## src/rtl/mac_accumulator.sv

```systemverilog
// Saturating dot-product accumulator: sums len unsigned 16-bit products into
// an ACC_W-bit register, then drains the result MSB-first as a byte stream.
module mac_accumulator #(
  parameter int ACC_W = 20
) (
  input  logic        clk,
  input  logic        rst_n,
  input  logic        clr,
  input  logic [7:0]  len,
  input  logic        prod_valid,
  input  logic [15:0] prod_data,
  output logic        prod_ready,
  output logic        out_valid,
  output logic [7:0]  out_byte,
  output logic        out_last,
  input  logic        out_ready,
  output logic        sat
);

  localparam int NB = (ACC_W + 7) / 8;

  localparam logic [1:0] S_IDLE  = 2'd0;
  localparam logic [1:0] S_ACCUM = 2'd1;
  localparam logic [1:0] S_DRAIN = 2'd2;

  localparam logic [1:0] K_LAST = 2'(NB - 1);

  // Handshakes: a product moves on a rising edge with prod_valid & prod_ready,
  // a result byte moves on a rising edge with out_valid & out_ready; valid
  // never depends on ready and neither side may retract data once offered.

  logic [1:0]        state;
  logic [ACC_W-1:0]  acc;
  logic [8:0]        cnt;
  logic [8:0]        tgt;
  logic [1:0]        k;
  logic [ACC_W:0]    sum;
  logic [8:0]        len_eff;
  logic [NB*8-1:0]   result;
  logic              accept;
  logic              out_hs;

  assign prod_ready = (state != S_DRAIN) && !clr;
  assign accept     = prod_valid && prod_ready;
  assign out_valid  = (state == S_DRAIN);
  assign out_hs     = out_valid && out_ready;
  assign out_last   = out_valid && (k == K_LAST);
  assign len_eff    = (len == 8'd0) ? 9'd256 : {1'b0, len};

  // One extra bit of headroom so the clamp can see the carry instead of a wrap.
  assign sum = {1'b0, acc} + (ACC_W + 1)'(prod_data);

  always_comb begin
    result = '0;
    result[ACC_W-1:0] = acc;
  end

  always_comb begin
    out_byte = '0;
    if (state == S_DRAIN) begin
      for (int i = 0; i < NB; i++) begin
        if (k == 2'(NB - 1 - i)) out_byte = result[i*8 +: 8];
      end
    end
  end

  always_ff @(posedge clk or negedge rst_n) begin
    if (!rst_n) begin
      state <= S_IDLE;
      acc   <= '0;
      cnt   <= '0;
      tgt   <= '0;
      k     <= '0;
      sat   <= 1'b0;
    end else if (clr) begin
      state <= S_IDLE;
      acc   <= '0;
      cnt   <= '0;
      k     <= '0;
      sat   <= 1'b0;
    end else begin
      case (state)
        S_IDLE: begin
          if (accept) begin
            acc   <= ACC_W'(prod_data);
            cnt   <= 9'd1;
            tgt   <= len_eff;
            sat   <= 1'b0;
            state <= (len_eff == 9'd1) ? S_DRAIN : S_ACCUM;
          end
        end
        S_ACCUM: begin
          if (accept) begin
            if (sum[ACC_W]) begin
              acc <= '1;
              sat <= 1'b1;
            end else begin
              acc <= sum[ACC_W-1:0];
            end
            cnt <= cnt + 9'd1;
            if (cnt + 9'd1 == tgt) state <= S_DRAIN;
          end
        end
        S_DRAIN: begin
          if (out_hs) begin
            if (k == K_LAST) begin
              state <= S_IDLE;
              acc   <= '0;
              cnt   <= '0;
              k     <= '0;
              sat   <= 1'b0;
            end else begin
              k <= k + 2'd1;
            end
          end
        end
        default: state <= S_IDLE;
      endcase
    end
  end

endmodule
```

## config.mk

```make
export PLATFORM = sky130hd
export DESIGN_NAME = mac_accumulator
export DESIGN_NICKNAME = d
export VERILOG_FILES = /design/src/rtl/mac_accumulator.sv
export SDC_FILE = /design/constraint.sdc
export NUM_CORES = 1
export LEC_CHECK = 0
export ABC_AREA = 1
export CORE_AREA = 2 2 69 97
export CTS_CLUSTER_SIZE = 28
export DETAILED_ROUTE_END_ITERATION = 6
export DIE_AREA = 0 0 71 99
export PLACE_DENSITY = 0.79
export SLEW_MARGIN = 20
export SYNTH_ARGS = -nofsm -noshare
export SYNTH_HDL_FRONTEND = slang
export SYNTH_SLANG_ARGS = --single-unit
```

## constraint.sdc

```tcl
create_clock -name clk -period 4 [get_ports clk]
set_clock_uncertainty 0.05 [all_clocks]
set_input_delay 0.8 -clock clk [delete_from_list [all_inputs] [get_ports clk]]
set_output_delay 0.8 -clock clk [all_outputs]
set_load 0.03 [all_outputs]
```

# [Word-level counts from Yosys, hierarchy flattened]
# Index checks and enable logic that the tools add are counted.
[word_totals] register_bits=43 in_bits=29 out_inout_bits=12 elab_cells=76
[classes] add_sub_neg=3 n_eq_ne=13 mux=37 n_bitwise=1 reduce_logical=16
[ops] operator="$mux 20" count=6
[ops] operator="$pmux 20 s3" count=1
[ops] operator="$mux 9" count=6
[ops] operator="$mux 8" count=4
[ops] operator="$pmux 9 s3" count=1
[ops] operator="$mux 2" count=11
[ops] operator="$add 20x16->21" count=1
[ops] operator="$ne 3x3->1 const B" count=4
[ops] operator="$reduce_and 5->1" count=2
[ops] operator="$add 9x1->9 const B" count=1
[ops] operator="$eq 9x1->1 const B" count=1
[ops] operator="$eq 9x9->1" count=1
[ops] operator="$logic_not 8->1" count=1
[ops] operator="$mux 1" count=6
[ops] operator="$ne 3x2->1 const B" count=2
[ops] operator="$pmux 2 s3" count=1
[ops] operator="$reduce_and 6->1" count=1
[ops] operator="$eq 2x1->1 const B" count=2
[ops] operator="$eq 2x2->1 const B" count=2
[ops] operator="$logic_and 1x1->1" count=4
[ops] operator="$logic_not 2->1" count=2
[ops] operator="$reduce_bool 2->1" count=2
[ops] operator="$reduce_bool 4->1" count=1
[ops] operator="$pmux 1 s3" count=1
[ops] operator="other kinds (6)" count=6

# [Logic depth before layout (Yosys ltp)]
[depth] ltp_word=7 ltp_mapped=15 ltp_nobuf=14

# [Least setup slack after synthesis]
# Ideal clock, no wire load.
[synth_path] kind="reg-to-output" startpoint="register state[0]" endpoint="output out_byte[4]" arrival_ps=2098 path_slack_ps=1052 path_stages_with_launch=7 path_cell_list="dfrtp_1 -> inv_1 -> ha_1 -> buf_2 -> inv_1 -> nor2_1 -> a32o_1"
[synth_between] elab_chain_len=2
[synth_rtl] item="start: declaration" line="32" text="logic [1:0] state;"
[synth_rtl] item="start signal: assignment" line="89" text="state <= (len_eff == 9'd1) ? S_DRAIN : S_ACCUM;"
[synth_rtl] item="$eq 2x2->1"
[synth_rtl] item="net out_valid" line="13" text="output logic out_valid,"
[synth_rtl] item="$mux 8" line="60" text="if (state == S_DRAIN) begin"
[synth_rtl] item="end: declaration" line="14" text="output logic [7:0] out_byte,"
# The timed path passes the listed nets, and every way through them passes these cells.

# [Worst setup path after layout]
[layout_path] startpoint="register state[0]" endpoint="output out_byte[5]"
[layout_between] elab_chain_len=2
[layout_rtl] item="$eq 2x2->1" line="60"
[layout_rtl] item="$mux 8" line="60"
# Every way passes these cells.

==> impl_results.md <==
* Status: finished, final reports clean
* Post-Syn Area at 0.00358 mm^2
* Final setup vio count at 0
* Worst EP arrival at 2.62 ns
* Nets@finish at 653
* Via count at 3790
* Max-slew violation count at 0
* Worst-path clk slew at 0.08 ns
* Share of the synthesized area in the top cell type at 30.0%
* Hold WC Path Type: register to register
* Fin. Hold Viols at 0
* Sequential fraction of the synthesis area at 30.0%
* Crit path launch type: register
* Post-route minimum period at 3.47 ns
* Power Density at 518 mW/mm^2
* Setup TNS at 0 ns
* RSZ-0062 raised after global routing: false
* Die width at 71 um
* CP Cell Sequence: inv_1 > ha_1 > inv_1 > nor2_1 > a32o_1 > clkdlybuf4s50_1
* Antenna violations before repair at 0
* Max clock buf depth at 2
* Pin count of the biggest net entering global routing at 44
* Root Buffer: clkbuf_8
* Number of hold-repair buffers added at the cts stage at 0
* CP Max Fanout at 13
* CTS sink count at 43
* Die Y at 99 um
* CP dominant cell by count: inv_1
* CP max-delay cell: clkdlybuf4s50_1
* Total global-route track usage at 30.8%
* Drt first pass iters at 5
* Worst-Skew Late Latency at 0.30 ns
* Mapped Nets at 615
* Post-Syn Instances at 565
* Final period utilization at 86.7%
* Finished Layout Cells at 676
* Leak at 2.19 nW
* DRC at 0
* Crit end category: output port
* Setup Fix Bufs, Post-CTS at 0
* Placed insts at 668
* Yosys warnings at 0
* DR vias/cell at 5.61
* CTS tree: yes
* Die area at 0.00703 mm^2
* Register bit total from synthesis at 43
* Placed wire-length estimate at 8.26 mm
* TritonCTS buffer count at 5
* Vias in the first global route at 3768
* Post-CTS Resized at 0
* Worst Max-Slew Pin Slew at 0.950 ns
* First-pass GRT wire length at 17.2 mm
* H-Tree Depth at 2
* Row count at 34
* Total of max-cap violations at 0
* Area growth, synth to finish at 15.7%
* Antenna Cells at 0
* Slew Limit Headroom at 36.7%
* Overall power at 2.15 mW
* Largest area contributor in the netlist: dfrtp_1
* Max incr delay on CP at 0.68 ns
* Final wirelength at 10.3 mm
* Wirelength per Cell at 15.3 um
* Synth cell types at 37
* Critical setup path kind: register to output port
* Initial Utilization at 58.1%
* GRT Residual Overflow at 0
* DRT antenna net count at 0
* Synth area leaders: dfrtp_1, nand2_1, nand3_1
* Port Buffer Count at 40
* CP Data Required Time at 3.15 ns
* Initial DRC Count at 175
* Final core occ at 67.1%
* Share of cells above drive strength 1 at 3.31%
* Fmax achieved at 0.288 GHz
* Avg Cell Area, Syn at 6.34 um^2
* Core footprint at 0.00617 mm^2
* # IOs at 41
* Peak VDD IR at 0.234 mV
* RePlAce Congestion at 0.980
==> layer usage <==
metal	wire length (um)	vias up	track usage (%)
li1	-	1906	-
met1	4130	1743	34.9
met3	271	33	2.56
met4	538	0	17.4
met5	0	-	0
met2	5380	108	55.7
==> placed cells by master, fill, tap and decap left out, types with 2 or more instances in the layout <==
cell type        synthesis  layout
o21ai_0                 20      20
inv_1                   78      78
clkinv_2                 1       2
clkdlybuf4s50_1          0      39
a21boi_0                 5       5
nor2_1                  38      38
xor2_1                   3       3
nand3b_1                 3       3
dfrtp_1                 43      43
a31oi_1                  3       3
clkbuf_8                 0       6
o21ai_1                  8       8
a32o_1                   4       4
nand4_1                  5       5
o211ai_1                 3       3
a21oi_1                 20      20
o22ai_1                  6       6
nor3_1                   3       3
nand3_1                 82      82
or2_2                    3       3
buf_4                    0       2
nand2_1                192     192
ha_1                    20      20
==> stage by stage <==
stage / area (um^2) / hold WS [ns] / worst slack, ns
floorplan: 3580 / 0.405 / 1.05
global placement: 4020 / 0.459 / 0.642
detailed placement: 4020 / 0.460 / 0.462
CTS: 4140 / 0.482 / 0.550
global route: 4140 / 0.530 / 0.404
finish: 4140 / 0.485 / 0.534
==> kinds of logic after synthesis <==
kind of cell,after synthesis,synth area share [%]
adders and majority gates,21,7.55
AOI/OAI and AO/OA,73,12.0
buffers and inverters,92,10.1
DFF,43,30.0
and+or+nand+nor,332,39.3
xor gates and xnor gates,4,0.979
==> sequential cells by signal, indices dropped and copies added (netlist names) <==
| register | cells |
|---|---|
| acc | 20 |
| cnt | 9 |
| tgt | 9 |
| k | 2 |
| state | 2 |
| sat | 1 |
==> synthesized netlist by cell type (all sizes together) <==
library cell / number
nor2: 40
nor4: 1
nand2: 194
a21oi: 20
or2: 3
fa: 1
o31ai: 1
clkbuf: 3
and2: 1
o21ai: 28
inv: 79
a21o: 1
nand4: 5
a32o: 4
dfrtp: 43
clkinv: 2
xor2: 3
nand3b: 3
o21bai: 1
ha: 20
o22ai: 6
a31oi: 3
o221ai: 1
nand3: 82
xnor2: 1
o211ai: 3
buf: 8
nor3: 3
a21boi: 5
==> worst paths after layout <==
kind,from,end,slack [ns],cells past startpoint
max,state[0],out_byte[5],0.53,6
min,tgt[7],tgt[7],0.49,2
max reg2reg,acc[0],acc[15],1.26,12
min reg2reg,tgt[7],tgt[7],0.49,2
max in group asynchronous,rst_n,k[1],2.72,1
min in group asynchronous,rst_n,tgt[4],0.58,1
==> cell type report <==
class	instances	area (um^2)
inverters	81	305
clock buffers	6	82.6
repair buffers	42	410
clock inverters	2	35.0
well taps	72	90.1
fillers	576	2030
multi-input cells	430	2140
flip-flops and latches	43	1080
==> critical path: cells and delay by family (launching register included) <==
kind / cells / cell delay [ns]
buffers and inverters: 3 / 0.88
adders and majority gates: 1 / 0.44
DFF: 1 / 0.41
and+or+nand+nor: 1 / 0.36
AOI/OAI and AO/OA: 1 / 0.23
==> report_power, final <==
group | switching, mW | leakage [nW] | internal, mW
Combinational | 0.750 | 1.56 | 0.379
Clock | 0.155 | 0.0612 | 0.202
Sequential | 0.116 | 0.571 | 0.543
Power figures use the tool's default switching activity.
